<file path="config.mk">
export PLATFORM = sky130hd
export DESIGN_NAME = fp_normalizer
export DESIGN_NICKNAME = d
export VERILOG_FILES = /design/src/rtl/fpu_pkg.sv /design/src/rtl/fp_lzc.sv /design/src/rtl/fp_normalizer.sv
export SDC_FILE = /design/constraint.sdc
export NUM_CORES = 1
export LEC_CHECK = 0
export ABC_AREA = 1
export ABC_CLOCK_PERIOD_IN_PS = 4300
export CAP_MARGIN = 10
export CORE_MARGIN = 1
export CORE_UTILIZATION = 55
export CTS_CLUSTER_SIZE = 28
export DETAILED_ROUTE_END_ITERATION = 10
export GPL_ROUTABILITY_DRIVEN = 0
export GPL_TIMING_DRIVEN = 0
export PLACE_DENSITY = 0.81
export SYNTH_ARGS = -nofsm -noshare
export SYNTH_HDL_FRONTEND = slang
export SYNTH_HIERARCHICAL = 1
export SYNTH_SLANG_ARGS = --single-unit
</file>
<file path="constraint.sdc">
create_clock -name clk -period 4.3 [get_ports clk]
set_clock_uncertainty 0.2 [all_clocks]
set_input_delay 0.645 -clock clk [delete_from_list [all_inputs] [get_ports clk]]
set_output_delay 0.645 -clock clk [all_outputs]
set_load 0.03 [all_outputs]
</file>
<file path="src/rtl/fpu_pkg.sv">
// Shared FPU definitions: default field widths, normalizer FSM encoding and
// mant_sum bit positions relative to MANT_WIDTH.
package fpu_pkg;

    localparam int EXP_WIDTH_DEF  = 8;
    localparam int MANT_WIDTH_DEF = 23;

    // ROUND is only reachable when FP_NORM_ROUND_EN is defined.
    typedef enum logic [1:0] {
        IDLE  = 2'd0,
        NORM  = 2'd1,
        ROUND = 2'd2,
        DONE  = 2'd3
    } norm_state_t;

    function automatic int carry_pos(input int mant_width);
        return mant_width + 1;
    endfunction

    function automatic int hidden_pos(input int mant_width);
        return mant_width;
    endfunction

endpackage

</file>
<file path="src/rtl/fp_lzc.sv">
// Combinational leading-zero counter; count == WIDTH when the input is all zero.
module fp_lzc #(
    parameter int WIDTH = 24,
    parameter int CW    = $clog2(WIDTH + 1)
) (
    input  logic [WIDTH-1:0] data,
    output logic [CW-1:0]    count,
    output logic             all_zero
);

    // Scan upward so the most significant set bit is the last one to win.
    always_comb begin
        count    = CW'(WIDTH);
        all_zero = 1'b1;
        for (int i = 0; i < WIDTH; i++) begin
            if (data[i]) begin
                count    = CW'(WIDTH - 1 - i);
                all_zero = 1'b0;
            end
        end
    end

endmodule

</file>
<file path="src/rtl/fp_normalizer.sv">
// Post-add normalizer: carry/cancellation shift, zero/overflow/underflow flags.
// Optional round-to-nearest-even stage enabled by macro FP_NORM_ROUND_EN.
module fp_normalizer
    import fpu_pkg::*;
#(
    parameter int EXP_WIDTH  = EXP_WIDTH_DEF,
    parameter int MANT_WIDTH = MANT_WIDTH_DEF
) (
    input  logic                  clk,
    input  logic                  arst_n,
    input  logic                  in_valid,
    output logic                  in_ready,
    input  logic                  sign_in,
    input  logic [EXP_WIDTH-1:0]  exp_in,
    input  logic [MANT_WIDTH+1:0] mant_sum,
    input  logic [2:0]            grs,
    output logic                  out_valid,
    input  logic                  out_ready,
    output logic                  sign_out,
    output logic [EXP_WIDTH-1:0]  exp_out,
    output logic [MANT_WIDTH-1:0] mant_out,
    output logic                  zero,
    output logic                  overflow,
    output logic                  underflow
);

    localparam int EW     = EXP_WIDTH;
    localparam int MW     = MANT_WIDTH;
    localparam int XW     = EW + 1;
    localparam int LW     = $clog2(MW + 2);
    localparam int CARRY  = carry_pos(MW);
    localparam int HIDDEN = hidden_pos(MW);
    localparam logic [XW-1:0] EXP_MAX = {1'b0, {EW{1'b1}}};

    norm_state_t state, next_state;

    logic            sign_r;
    logic [XW-1:0]   exp_r;
    logic [MW+1:0]   mant_r;
    logic [2:0]      grs_r;
    logic            accept;

    logic [LW-1:0]   lzc;
    logic            lz_zero;
    logic [MW+3:0]   sh_l;
    logic [XW-1:0]   n_exp;
    logic [MW:0]     n_mant;
    logic [2:0]      n_grs;
    logic            n_zero, n_ovf, n_unf;

    assign accept = in_valid && in_ready;

    fp_lzc #(.WIDTH(MW + 1), .CW(LW)) u_lzc (
        .data     (mant_r[HIDDEN:0]),
        .count    (lzc),
        .all_zero (lz_zero)
    );

    // Exponent math runs one bit wider than the field so an increment past
    // all-ones or a subtract below zero is visible instead of wrapping.
    always_comb begin
        n_exp  = exp_r;
        n_mant = mant_r[HIDDEN:0];
        n_grs  = grs_r;
        n_zero = 1'b0;
        n_ovf  = 1'b0;
        n_unf  = 1'b0;
        sh_l   = {mant_r[HIDDEN:0], grs_r} << lzc;
        if (mant_r[CARRY]) begin
            n_exp  = exp_r + 1'b1;
            n_mant = mant_r[CARRY:1];
            n_grs  = {mant_r[0], grs_r[2], grs_r[1] | grs_r[0]};
            if (n_exp >= EXP_MAX) begin
                n_ovf  = 1'b1;
                n_exp  = EXP_MAX;
                n_mant = '0;
                n_grs  = '0;
            end
        end else if (lz_zero) begin
            n_zero = 1'b1;
            n_exp  = '0;
            n_mant = '0;
            n_grs  = '0;
        end else if (XW'(lzc) < exp_r) begin
            n_exp  = exp_r - XW'(lzc);
            n_mant = sh_l[MW+3:3];
            n_grs  = sh_l[2:0];
        end else begin
            n_unf  = 1'b1;
            n_zero = 1'b1;
            n_exp  = '0;
            n_mant = '0;
            n_grs  = '0;
        end
    end

`ifdef FP_NORM_ROUND_EN
    logic [XW-1:0]   r_exp;
    logic [MW:0]     r_mant;
    logic [2:0]      r_grs;
    logic            r_zero, r_ovf, r_unf;
    logic            rnd_up;
    logic [MW+1:0]   rnd_sum;
    logic [XW-1:0]   f_exp;
    logic [MW:0]     f_mant;
    logic            f_ovf;

    // Ties-to-even: round up on guard when round|sticky is set or the LSB is odd.
    always_comb begin
        rnd_up  = r_grs[2] & (r_grs[1] | r_grs[0] | r_mant[0]);
        rnd_sum = {1'b0, r_mant} + (MW+2)'(rnd_up);
        f_exp   = r_exp;
        f_mant  = rnd_sum[MW:0];
        f_ovf   = r_ovf;
        if (rnd_sum[MW+1]) begin
            f_exp  = r_exp + 1'b1;
            f_mant = rnd_sum[MW+1:1];
            if (f_exp >= EXP_MAX) begin
                f_ovf  = 1'b1;
                f_exp  = EXP_MAX;
                f_mant = '0;
            end
        end
    end
`endif

    always_comb begin
        next_state = state;
        case (state)
            IDLE:  if (accept) next_state = NORM;
`ifdef FP_NORM_ROUND_EN
            NORM:  next_state = ROUND;
            ROUND: next_state = DONE;
`else
            NORM:  next_state = DONE;
`endif
            DONE:  if (out_ready) next_state = IDLE;
            default: next_state = IDLE;
        endcase
    end

    always_ff @(posedge clk or negedge arst_n) begin
        if (!arst_n) begin
            state     <= IDLE;
            in_ready  <= 1'b0;
            out_valid <= 1'b0;
            sign_r    <= 1'b0;
            exp_r     <= '0;
            mant_r    <= '0;
            grs_r     <= '0;
            sign_out  <= 1'b0;
            exp_out   <= '0;
            mant_out  <= '0;
            zero      <= 1'b0;
            overflow  <= 1'b0;
            underflow <= 1'b0;
`ifdef FP_NORM_ROUND_EN
            r_exp     <= '0;
            r_mant    <= '0;
            r_grs     <= '0;
            r_zero    <= 1'b0;
            r_ovf     <= 1'b0;
            r_unf     <= 1'b0;
`endif
        end else begin
            state     <= next_state;
            in_ready  <= (next_state == IDLE);
            out_valid <= (next_state == DONE);
            if (accept) begin
                sign_r <= sign_in;
                exp_r  <= {1'b0, exp_in};
                mant_r <= mant_sum;
                grs_r  <= grs;
            end
`ifdef FP_NORM_ROUND_EN
            if (state == NORM) begin
                r_exp  <= n_exp;
                r_mant <= n_mant;
                r_grs  <= n_grs;
                r_zero <= n_zero;
                r_ovf  <= n_ovf;
                r_unf  <= n_unf;
            end
            if (state == ROUND) begin
                sign_out  <= sign_r;
                exp_out   <= f_exp[EW-1:0];
                mant_out  <= f_mant[MW-1:0];
                zero      <= r_zero;
                overflow  <= f_ovf;
                underflow <= r_unf;
            end
`else
            // Truncation: remaining guard/round/sticky bits are dropped.
            if (state == NORM) begin
                sign_out  <= sign_r;
                exp_out   <= n_exp[EW-1:0];
                mant_out  <= n_mant[MW-1:0];
                zero      <= n_zero;
                overflow  <= n_ovf;
                underflow <= n_unf;
            end
`endif
        end
    end

endmodule

</file>
# Word-level counts from Yosys, hierarchy flattened
# Index checks and enable logic that the tools add are counted.
dict set report word_totals {
  input_bits 41
  elab_cells 90
  out_inout_bits 37
  register_bits 76
}
dict set report classes {
  reduce_logical 3
  n_lt_le_gt_ge 2
  shifts 1
  n_eq_ne 3
  n_addsub 2
  muxes 66
}
# operator count
set ops {}
lappend ops {{$mux 23} 4}
lappend ops {{$mux 5} 16}
lappend ops {{$mux 4} 8}
lappend ops {{$mux 8} 4}
lappend ops {{$mux 1} 31}
lappend ops {{$shl 27x5->26} 1}
lappend ops {{$add 8x1->9 const B} 1}
lappend ops {{$ge 9x8->1 const B} 1}
lappend ops {{$lt 5x8->1} 1}
lappend ops {{$sub 8x5->8} 1}
lappend ops {{$pmux 2 s3} 1}
lappend ops {{$eq 2x2->1 const B} 2}
lappend ops {{$logic_not 2->1} 2}
lappend ops {{$mux 2} 2}
lappend ops {{$eq 2x1->1 const B} 1}
lappend ops {{$logic_and 1x1->1} 1}

# Depth between registers and ports, before layout
dict set report depth {
  ltp_word 28
  depth_mapped 37
  ltp_nobuf 36
}

# Cells and area by module
# Netlist, hierarchy kept.
# module area_each_um2 instances seq_area_each_um2 cells_per_inst
set modules_own_cells {}
lappend modules_own_cells {fp_normalizer 5022.3 1 1901.8 673}
lappend modules_own_cells {fp_lzc 321.6 1 0.0 76}

# Worst setup path after synthesis
# Ideal clock, no wire load.
dict set report synth_timing {
  path_kind {flip-flop to flip-flop}
  start {reg mant_r[7]}
  end {reg exp_out[7]}
  required_ps 4034
  slack_ps 1013
  stages_incl_launch_ff 20
  n_path_buf 3
  synth_period_minus_slack_ps 3287
  setup_ps 66
  t_arrival_ps 3021
  cell_sequence {dfrtp_1 nor4_1 a21oi_1 or2_2 a21boi_0 buf_2 inv_1 buf_2 buf_2 ha_1 nand3_1 nand3_1 nand2_1 nand2_1 nand2_1 nor2_4 inv_2 nor2_1 nand2_1 nand2_1}
}
dict set report synth_via {
  elab_chain_len 21
  elab_cells_between_ends 39
  cone_classes {add/sub: 1; order compare: 1; mux: 37}
}
# item line_no
set synth_lines {}
lappend synth_lines {{start, declared} fp_normalizer.sv:39} ;# logic [MW+1:0] mant_r;
lappend synth_lines {{start signal, assigned} fp_normalizer.sv:172} ;# mant_r <= mant_sum;
lappend synth_lines {{$mux 4 (*)} fp_lzc.sv:16} ;# if (data[i]) begin
lappend synth_lines {{$mux 5 (*) (16 in series)} fp_lzc.sv:16}
lappend synth_lines {{named net lzc[2]} fp_normalizer.sv:43} ;# logic [LW-1:0] lzc;
lappend synth_lines {{$sub 8x5->8 / $lt 5x8->1 (equally long branches)} {fp_normalizer.sv:85, fp_normalizer.sv:84}}
lappend synth_lines {{$mux 8 (*)} fp_normalizer.sv:84} ;# end else if (XW'(lzc) < exp_r) begin
lappend synth_lines {{$mux 8 (*)} fp_normalizer.sv:79} ;# end else if (lz_zero) begin
lappend synth_lines {{$mux 8 (*)} fp_normalizer.sv:69} ;# if (mant_r[CARRY]) begin
lappend synth_lines {{end signal, assigned} fp_normalizer.sv:196} ;# exp_out <= n_exp[EW-1:0];
lappend synth_lines {{end, declared} fp_normalizer.sv:20} ;# output logic [EXP_WIDTH-1:0] exp_out,
# Mark *: on every way through the listed nets, which the timed path passes. The rest lies on a longest branch.
# A chain may end at the register's enable or synchronous reset.

# Worst setup path in the final report
dict set report layout_timing {
  start {reg mant_r[7]}
  end {reg mant_out[3]}
}
dict set report layout_via {
  elab_chain_len 21
  elab_cells_between_ends 39
  cone_classes {order compare: 1; shift: 1; mux: 37}
}
# item line_no
set layout_lines {}
lappend layout_lines {{$mux 4 (*)} fp_lzc.sv:16}
lappend layout_lines {{$mux 5 (*) (16 in series)} fp_lzc.sv:16}
lappend layout_lines {{named net lzc[2]} fp_normalizer.sv:43}
lappend layout_lines {{$lt 5x8->1 / $shl 27x5->26 (equally long branches)} {fp_normalizer.sv:84, fp_normalizer.sv:68}}
lappend layout_lines {{$mux 23 (*)} fp_normalizer.sv:84}
lappend layout_lines {{$mux 23 (*)} fp_normalizer.sv:79}
lappend layout_lines {{$mux 23 (*)} fp_normalizer.sv:69}
lappend layout_lines {{end signal, assigned} fp_normalizer.sv:197} ;# mant_out <= n_mant[MW-1:0];
lappend layout_lines {{end, declared} fp_normalizer.sv:21} ;# output logic [MANT_WIDTH-1:0] mant_out,
# Marked as above.

==> results <==
-- where the power goes --
part | leakage, nW | total, mW | internal [mW] | switching [mW]
Combinational | 2.18 | 4.00 | 1.47 | 2.53
Clock | 0.104 | 0.612 | 0.331 | 0.282
Sequential | 0.912 | 1.49 | 1.07 | 0.425
-- registers in the layout (all words and copies together), names as in the netlist --
signal / cells
mant_r: 25
in_ready: 1
out_valid: 1
underflow: 1
sign_r: 1
zero: 1
sign_out: 1
mant_out: 23
grs_r: 3
overflow: 1
exp_r: 8
exp_out: 8
state: 2
-- layout make-up --
type                       count  area [um2]  share of cell area
tap                          129         161              0.0248
inverter                      62         240              0.0369
clock buffer                  11         131              0.0202
sequential                    76        1900               0.292
buffer                        36         186              0.0286
timing repair buffer          78         788               0.121
multi-input combinational    575        3020               0.464
clock inverter                 5        85.1              0.0131
-- layout by cell type, fill, tap and decap left out, drive strengths merged --
cell type and n:
o31ai 2, o211ai 3, dfrtp 76, clkbuf 24, clkinvlp 1, nor4 2, o21bai 1, nand3 154
clkinv 3, nor3 6, clkdlybuf4s50 76, ha 7, nor2 42, mux2 28, inv 61, fa 1
a31oi 2, a22oi 2, a32o 1, nand4 10, nand2 259, o21ai 14, a311oi 1, a21boi 2
a21oi 26, bufinv 2, a22o 1, or2 4, buf 25, nand3b 4, xnor2 2, xor2 1
-- layer usage --
metal / routed length (um) / vias to the layer above / part of all wire
li1: - / 2659 / -
met1: 5980 / 2602 / 0.39
met2: 6970 / 366 / 0.45
met3: 1750 / 103 / 0.11
met4: 821 / 0 / 0.053
met5: 0 / - / 0
-- cells by family (layout without fill, tap and decap cells) --
| family | count (synthesis) | count (layout) | synth area share |
|---|---|---|---|
| buf+inv | 98 | 192 | 0.0798 |
| fa+ha+maj | 8 | 8 | 0.0201 |
| xor+xnor | 3 | 3 | 0.00492 |
| mux | 28 | 28 | 0.0590 |
| simple gates | 481 | 481 | 0.420 |
| flops | 76 | 76 | 0.356 |
| compound gates | 55 | 55 | 0.0604 |
-- worst register-to-register path, stage by stage (launching register included) --
cell and delay, ns:
dfrtp_1 0.48, nor4_2 0.37, a21oi_1 0.11, or2_2 0.27
a21boi_0 0.17, buf_2 0.23, inv_1 0.08, buf_2 0.19
buf_2 0.22, ha_1 0.42, nand3_1 0.13, nand3_1 0.15
nand2_1 0.08, nand2_1 0.13, nand3b_2 0.16, nor2_2 0.27
nand4_1 0.18, nand3_1 0.14
-- timing repair --
item	in CTS	in global routing
setup endpoints to repair	0	3
setup buffers	0	0
resized for setup	0	1
hold buffers	0	0
-- worst paths after layout --
check	start	to	slack [ns]	cells past startpoint
max in group asynchronous	arst_n	grs_r[0]	3.29	2
min in group clk	sign_out	sign_out	0.28	2
max reg2reg	mant_r[7]	mant_out[3]	0.30	17
min reg2reg	sign_out	sign_out	0.28	2
max	mant_r[7]	mant_out[3]	0.30	17
min	arst_n	exp_out[6]	0.02	1
-- metrics by stage --
stage,worst slack (ns),total power [mW]
floorplan,1.01,4.18
global placement,-0.111,5.22
detailed placement,0.333,5.33
CTS,0.278,5.96
global route,0.0900,6.54
finish,0.296,6.10
==> summary by stage <==
Run status
The flow ran to the end, and the final reports show no timing, DRC or antenna violations.

Worst setup path
The critical path in this run is classified as register to register. The slowest library cell on the worst path is dfrtp_1. The cell family with the largest share of critical-path delay is simple AND/OR/NAND/NOR gates.

In this run the worst path has a maximum fanout of 10. The worst path buffer plus inverter count is 4. On the worst path, the slowest cell contributes a delay of 0.48 ns. The data arrival time at the worst-slack endpoint is 4.10 ns. The kind of end point of the critical path is a register. Traced cell by cell, the critical path runs through nor4_2 > a21oi_1 > or2_2 > a21boi_0 > buf_2 > inv_1 > buf_2 > buf_2 > ha_1 > nand3_1 > nand3_1 > nand2_1 > nand2_1 > nand3b_2 > nor2_2 > nand4_1 > nand3_1. The startpoint type of the worst setup path is a register. The required time reported for the critical path endpoint is 4.40 ns.

Drt
Across all layers, the routed design uses 5,730 vias. The first-pass iteration count of the detailed router is 7. Using the TritonRoute via totals, the vias-per-cell ratio works out to 5.90. The average detailed-routed wire length per instance is 16.0 um. In this run the remaining antenna-violating nets after routing total 0. After detailed routing, the number of remaining DRC violations is 0. The total routed wirelength is 15.5 mm. For this block, the initial DRC count from the detailed router was 698.

Global route
The largest net degree at the start of global routing is 42. For met2 alone, demand over resource in global routing was 0.518. In the global route stage, overall resource usage came out at 0.323. The number of global-route vias before repair is 5,415. For this run, global-route usage on met3 was measured as 0.0763.

The number of antenna violations at the first check in global routing is 0. The fraction of met1 tracks used by global routing is 0.404. The global-route wire length before repair is 25.4 mm.

The global routing stage identified its most utilized layer as met2. Summed over all layers, the global routing overflow is 0.

CTS
The clock-pin slew on the worst setup and hold paths is 0.09 ns. The clock reaches the later pin of the worst-skew pair after 0.36 ns. The number of sinks on the clock net is 76. TritonCTS created 9 clock buffers.

The level count of the clock H-tree is 3. TritonCTS built the clock tree. The maximum clock insertion buffer count is 2. The root buffer cell chosen for the clock tree is clkbuf_8.

Finish
Relative to the synthesized area, the layout overhead comes to 21.9%. The post-layout instance count excluding filler cells is 972. The repair_antennas step left the layout with diodes totalling 0. In the final layout, the share of cells above drive strength 1 is 0.140.

The layout has 814 filler cells. For this run, the share of the core covered by cells in the final layout is 0.699. The design area is 6520 um2.

The count of nets after finishing is 887.

Placed design
Input and output buffers added on the ports amount to 77. Summing all placed instances gives a cell area of 6290 um2. The HPWL reported at the end of detailed placement is 11.9 mm. The number of placed instances, taps included, is 956.

Logic synthesis
The number of synthesis warnings is 6. The number of unique standard cell types used by synthesis is 48. Summing every instance area after synthesis gives 5340 um2. The commonest cells after synthesis are nand2_1 (244), nand3_1 (141), dfrtp_1 (76). The number of enable-type register cells in the synthesized netlist is 0.

The share of synthesized area in the top cell type comes to 0.356. When the netlist entered floorplanning its net count stood at 798. Each instance of the synthesized netlist takes up on average 7.13 um2. The post-synthesis sequential area ratio is 0.356. For this run, the leading register cell type out of synthesis is dfrtp_1. The most area-hungry cell type in the Yosys netlist is dfrtp_1. nand2_1 is the most common cell in the netlist. The async set-reset flop share out of synthesis is 1.00. After synthesis the netlist holds a flip-flop and latch count of 76. Synthesis produced 749 cells. By area the synthesized netlist is led by dfrtp_1 (36%), nand2_1 (17%), nand3_1 (13%), mux2_2 (5.9%), inv_1 (3.6%).

Hold path
The path category of the worst min-delay check is input port to async pin.

STA
The minimum period implied by the final worst setup slack is 4.00 ns. Setup repair after global routing left no endpoint under its margin. The worst-case headroom to the max-slew limit is 0.564. Summed over all failing endpoints, the final setup total negative slack is 0 ns. The final-layout worst hold slack is 0.0231 ns. The final-report hold violation count was 0.

The part of the cycle the worst path needs is 0.931. The number of pins exceeding their max-slew limit in the final report is 0. The maximum achievable frequency is 0.250 GHz. The slew of the pin with the lowest slew margin is 0.655 ns. Setup violations remaining at the end of the flow were counted as 0.

Run
The number of max-capacitance violations reported is 0.

Power
The power density relative to cell area is 936 nW/um2. The maximum resistive drop on vdd is 0.431 mV. The static leakage power is 3.20 nW.

Die
The effective utilization at floorplan is 0.573. Measured along the x axis, the die boundary spans 101 um. The die footprint is 10,100 um2. The floorplan core area is 9330 um2.

The die is 101 um tall. The number of I/O pins is 78. The standard-cell row count is 35.
Note: power is estimated with default switching activity, not from simulation.
